**src/rtl/ec_acc_pkg.sv**
```systemverilog
// Shared definitions for the accumulator datapath controllers:
// input-buffer read FSM encoding and default sizing.
package ec_acc_pkg;

    localparam int unsigned RowsWDefault     = 16;
    localparam int unsigned RdTimeoutDefault = 8;

    typedef enum logic [2:0] {
        StIdle,
        StIssue,
        StWaitVal,
        StPresent,
        StDone
    } inbuf_rd_state_e;

endpackage

```
**src/rtl/inbuf_rd_ctrl.sv**
```systemverilog
// Input-buffer read controller: issues one FIFO read at a time, presents each
// row to the multiply units, and counts rows until the stripe is complete.
module inbuf_rd_ctrl
    import ec_acc_pkg::*;
#(
    parameter int unsigned ROWS_W     = RowsWDefault,
    parameter int unsigned RD_TIMEOUT = RdTimeoutDefault
) (
    input  logic              clk,
    input  logic              rst,
    input  logic              start,
    input  logic              abort,
    input  logic [ROWS_W-1:0] cfg_num_rows,
    input  logic              inbuf_fifo_cntl_empty,
    input  logic              inbuf_dout_reg_val,
    input  logic              mult_rdy,
    output logic              cntl_inbuf_fifo_rd_rq,
    output logic              cntl_inbuf_fifo_mem_en,
    output logic              mult_din_val,
    output logic              busy,
    output logic              done,
    output logic              err,
    output logic [ROWS_W-1:0] rows_done
);

    localparam int unsigned TmoW = $clog2(RD_TIMEOUT + 1);
    localparam logic [TmoW-1:0] TmoLast = TmoW'(RD_TIMEOUT - 1);

    inbuf_rd_state_e   state_q, state_d;
    logic [ROWS_W-1:0] num_rows_q, num_rows_d;
    logic [ROWS_W-1:0] rows_done_q, rows_done_d;
    logic [TmoW-1:0]   tmo_q, tmo_d;
    logic              err_q, err_d;
    logic [ROWS_W-1:0] rows_inc;

    assign rows_inc = rows_done_q + ROWS_W'(1);

    always_comb begin
        state_d     = state_q;
        num_rows_d  = num_rows_q;
        rows_done_d = rows_done_q;
        tmo_d       = tmo_q;
        err_d       = err_q;

        cntl_inbuf_fifo_rd_rq  = 1'b0;
        cntl_inbuf_fifo_mem_en = (state_q != StIdle);
        busy                   = (state_q != StIdle);
        mult_din_val           = (state_q == StPresent);
        done                   = 1'b0;

        // Abort also suppresses a read request and the done pulse in its own cycle.
        if (abort) begin
            state_d = StIdle;
            tmo_d   = '0;
        end else begin
            unique case (state_q)
                StIdle: begin
                    if (start) begin
                        num_rows_d  = cfg_num_rows;
                        rows_done_d = '0;
                        err_d       = 1'b0;
                        tmo_d       = '0;
                        state_d     = (cfg_num_rows == '0) ? StDone : StIssue;
                    end
                end
                StIssue: begin
                    if (!inbuf_fifo_cntl_empty) begin
                        cntl_inbuf_fifo_rd_rq = 1'b1;
                        tmo_d                 = '0;
                        state_d               = StWaitVal;
                    end
                end
                StWaitVal: begin
                    if (inbuf_dout_reg_val) begin
                        tmo_d   = '0;
                        state_d = StPresent;
                    end else if (tmo_q == TmoLast) begin
                        tmo_d   = '0;
                        err_d   = 1'b1;
                        state_d = StIdle;
                    end else begin
                        tmo_d = tmo_q + TmoW'(1);
                    end
                end
                StPresent: begin
                    if (mult_rdy) begin
                        rows_done_d = rows_inc;
                        state_d     = (rows_inc == num_rows_q) ? StDone : StIssue;
                    end
                end
                StDone: begin
                    done    = 1'b1;
                    state_d = StIdle;
                end
                default: state_d = StIdle;
            endcase
        end

        // A stray valid flags an error even if a start clears err in the same cycle.
        if (inbuf_dout_reg_val && (state_q != StWaitVal)) begin
            err_d = 1'b1;
        end
    end

    always_ff @(posedge clk or posedge rst) begin
        if (rst) begin
            state_q     <= StIdle;
            num_rows_q  <= '0;
            rows_done_q <= '0;
            tmo_q       <= '0;
            err_q       <= 1'b0;
        end else begin
            state_q     <= state_d;
            num_rows_q  <= num_rows_d;
            rows_done_q <= rows_done_d;
            tmo_q       <= tmo_d;
            err_q       <= err_d;
        end
    end

    assign err       = err_q;
    assign rows_done = rows_done_q;

endmodule
```
**config.mk**
```make
export PLATFORM = sky130hd
export DESIGN_NAME = inbuf_rd_ctrl
export DESIGN_NICKNAME = d
export VERILOG_FILES = /design/src/rtl/ec_acc_pkg.sv /design/src/rtl/inbuf_rd_ctrl.sv
export SDC_FILE = /design/constraint.sdc
export NUM_CORES = 1
export LEC_CHECK = 0
export ABC_CLOCK_PERIOD_IN_PS = 4200
export CORE_ASPECT_RATIO = 1.75
export CORE_MARGIN = 4
export CORE_UTILIZATION = 45
export DETAILED_ROUTE_END_ITERATION = 8
export GPL_ROUTABILITY_DRIVEN = 1
export PLACE_DENSITY = 0.76
export SLEW_MARGIN = 30
export SYNTH_ARGS = -nofsm -noshare
export SYNTH_HDL_FRONTEND = slang
export SYNTH_SLANG_ARGS = --single-unit
export TNS_END_PERCENT = 20
```
**constraint.sdc**
```tcl
create_clock -name clk -period 4.2 [get_ports clk]
set_input_delay 0.63 -clock clk [delete_from_list [all_inputs] [get_ports clk]]
set_output_delay 0.63 -clock clk [all_outputs]
set_load 0.01 [all_outputs]
```
==> results.txt <==
* Most used DFF post-synth: sky130_fd_sc_hd__dfrtp_1
* Sum of internal, switching and leakage power: 1.35 mW
* Overall via count from detail_route: between 2000 and 2500
- Remaining DRCs: 0
* Max-cap violations: 0
* # hold bufs at CTS: 0
- Synth Net Count: around 300
- First drt pass iteration count: 4
* Cell area after synthesis: roughly 2500 µm²
- Once layout is complete, the cells apart from fillers number around 380.
- In this run the static leakage power is approximately 1.2 nW.
- Worst Path Max Fanout: 16
* Clock skew after layout: roughly 5.0 ps
- DPL Wire Length: 4660 µm
- The Yosys step of the flow raised 0 warnings.
- PortBufs: 44
- The die is roughly 64 µm wide.
* Starting utilization of the core area: 46.4%
- Number of buffers added by the clock tree synthesis step: 5
- VDD sags by at most around 380 µV.
- Dividing the detail-routed wire length by the instance count gives 16.0 µm.
- Multi-input combinational cell area: about 1400 µm²
* Post-Synthesis Cells: between 200 and 300
- For the worst setup path, the data arrival time is roughly 2300 ps.
- Data required time of the worst path: 3570 ps
- Origin of the critical flop-to-flop path: rows_done[0]
- Placer congestion estimate: 0.878
- Measured against its own limit, the worst slew margin works out to approximately half.
* Number of sinks handled by clock tree synthesis: 40
* Placed insts: 375
- In the routed layout, each cell is associated on average with a via count of 5.70.
* CTS resizes: 0
* Area share of the leading cell type in the synthesized netlist: 40.7%
- The die covers 6750 µm².
- The number of hold violations in the final report is 0.
- Fraction of layout cells with a size suffix above 1: between 10% and 20%
- Register area share after synthesis: 40.7%
* Count of flip-flops with a built-in enable after synthesis: 0
- Worst setup path class: reg2out
- Least-Margin Pin Slew: ~780 ps
- Wires add up to a little over 6000 µm.
* Relative area change from synthesis to final layout: 24.1%
- Number of global-route vias before repair: approximately 2100
- Average size of a mapped cell: approximately 9.2 µm²
- Antenna violations before repair: 0
- Clock-pin slew was measured on the worst setup and hold paths at ~80 ps.
* Remaining antenna violation count after routing: 0
- Measured on the finished design, the core utilization comes to between 50% and 60%.
- Share of flip-flops with an asynchronous set or reset: between 90% and 100%
- Subtracting the final worst setup slack from the clock period gives 2880 ps.
* Number of design-rule violations left by the first detailed-router iteration: 88
- Pwr dens: about 440 nW/µm²
- The flow ran to the end, and the final reports show no timing, DRC or antenna violations.
- The worst path uses around 69% of the clock period.
- The min-delay analysis places its worst path in the category reg2reg.
* Core Box Area: 5300 µm²
- The startpoint identified for the worst hold timing path is tmo_q[2].
- The worst setup path is launched from a register.
* Worst setup path start: state_q[1]
- Highest attainable clock frequency: around 0.35 GHz
- The final count of pins violating max slew came to 0.
* H-tree level count: 2
- Setup repair after global routing missed its margin: false
* Most frequent cells after synthesis: sky130_fd_sc_hd__dfrtp_1, sky130_fd_sc_hd__o21ai_0, sky130_fd_sc_hd__nand2_1
- Fill cells: roughly 470
- Cell type with the highest aggregate area in the netlist: sky130_fd_sc_hd__dfrtp_1
- Maximum number of pins on one net before global-route repair: 41
- Synth top area cells: sky130_fd_sc_hd__dfrtp_1, sky130_fd_sc_hd__mux2_2, sky130_fd_sc_hd__o21ai_0
- In the final timing run, aggregate negative setup slack is 0 ps.
* Die Span Y: 106 µm
- The root buffer cell chosen for the clock tree is sky130_fd_sc_hd__clkbuf_8.
* Antenna diodes: 0
- Worst-case clock buffer depth: 2
* Total setup buffers inserted after CTS: 0
- # nets final: between 300 and 400
- Most numerous cell in the Yosys netlist: sky130_fd_sc_hd__dfrtp_1
- Category of the worst setup path capture point: output pin
* GRT Overall Usage: slightly below 20%
- Pin placement for this block handled 45 I/O pins.
- The synthesized netlist contains 55 unique library cells.
- The synthesized design contains 40 register bits.
* Skew-Pair Late Insertion Delay: slightly below 300 ps
* FF+latch area: ~1000 µm²
- Clock tree from TritonCTS: done
- After global routing the overflow that remains totals 0.
* Final Setup Violations: 0
* Number of placement rows: 35
* Global-route wire length before repair: between 10000 and 15000 µm
## worst paths after layout
path                                 endpoint  slack (ps)  cells past startpoint
worst max-delay path             mult_din_val        1320                      4
worst min-delay path                 tmo_q[2]         520                      1
worst max register to register     state_q[2]        1640                      7
worst min register to register       tmo_q[2]         520                      1
max in group asynchronous       num_rows_q[3]        3080                      3
min in group asynchronous       rows_done[14]         760                      3
## metal layers
metal,global-route usage (%),wire length (µm),part of all wire (%),up-vias
met2,35.3,3320,54,72
li1,-,-,-,1062
met4,6.96,108,1.8,0
met5,0,0,0,-
met3,3.20,275,4.5,9
met1,21.7,2430,40,1042
## metrics by stage
stage               cell area [µm²]  hold slack [ps]  setup WS, ps
finish                         3050              519          1320
global route                   3050              550          1190
CTS                            3050              524          1330
detailed placement             2940              504          1350
global placement               2940              509          1420
floorplan                      2460              473          1950
## where the power goes
group	switching, mW	total [mW]	internal [mW]	leakage [nW]
combinational	0.216	0.465	0.249	0.581
clock	0.139	0.315	0.177	0.0552
sequential	0.0954	0.573	0.477	0.518
## placed cells by master, fill, tap and decap left out, types with 2 or more instances in the layout
master | Yosys | routed
sky130_fd_sc_hd__inv_1 | 5 | 5
sky130_fd_sc_hd__nand3b_1 | 3 | 3
sky130_fd_sc_hd__xor2_1 | 4 | 4
sky130_fd_sc_hd__nand2_1 | 24 | 24
sky130_fd_sc_hd__nand4_1 | 4 | 4
sky130_fd_sc_hd__or4_1 | 2 | 2
sky130_fd_sc_hd__mux2_2 | 17 | 17
sky130_fd_sc_hd__and2_1 | 2 | 2
sky130_fd_sc_hd__a21o_1 | 3 | 3
sky130_fd_sc_hd__nand2b_1 | 2 | 2
sky130_fd_sc_hd__o21a_1 | 2 | 2
sky130_fd_sc_hd__buf_4 | 3 | 2
sky130_fd_sc_hd__nor3_1 | 9 | 9
sky130_fd_sc_hd__ha_1 | 2 | 2
sky130_fd_sc_hd__or3_1 | 4 | 4
sky130_fd_sc_hd__nor4_1 | 8 | 8
sky130_fd_sc_hd__xnor2_1 | 17 | 17
sky130_fd_sc_hd__nand3_1 | 10 | 10
sky130_fd_sc_hd__a21oi_1 | 11 | 11
sky130_fd_sc_hd__clkdlybuf4s50_1 | 0 | 44
sky130_fd_sc_hd__o21ai_0 | 31 | 31
sky130_fd_sc_hd__o2111ai_1 | 2 | 2
sky130_fd_sc_hd__o31ai_1 | 2 | 2
sky130_fd_sc_hd__or2_2 | 2 | 2
sky130_fd_sc_hd__o211ai_1 | 3 | 3
sky130_fd_sc_hd__clkbuf_8 | 0 | 5
sky130_fd_sc_hd__nor2_1 | 19 | 19
sky130_fd_sc_hd__and3_1 | 2 | 2
sky130_fd_sc_hd__dfrtp_1 | 40 | 40
## sequential cells by signal, indices dropped and copies added (netlist names)
name	cells
tmo_q	4
num_rows_q	16
state_q	3
err	1
rows_done	16
## cell families after synthesis
logic type,share of synthesized area [%]
adder cells (fa/ha/maj),1.02
flip-flops,40.7
XOR/XNOR,7.48
buffers and inverters,3.51
AND/OR/NAND/NOR,22.2
AO/OA/AOI/OAI,16.9
multiplexers,8.20
## worst max-delay path, cell delays in order, from the launching register on
cell                              delay [ps]
sky130_fd_sc_hd__dfrtp_1                 630
sky130_fd_sc_hd__nand2_1                  90
sky130_fd_sc_hd__or2_2                   430
sky130_fd_sc_hd__clkinv_1                230
sky130_fd_sc_hd__clkdlybuf4s50_1         580
## final cells by class
| cell class | count | area share (%) |
|---|---|---|
| Multi-Input combinational cell | 209 | 44.9 |
| Sequential cell | 40 | 32.8 |
| Timing Repair Buffer | 46 | 14.9 |
| Tap cell | 74 | 3.04 |
| Clock buffer | 6 | 2.38 |
| Clock inverter | 2 | 1.15 |
| Inverter | 6 | 0.739 |
No activity file was read; power rests on OpenSTA's default activity.
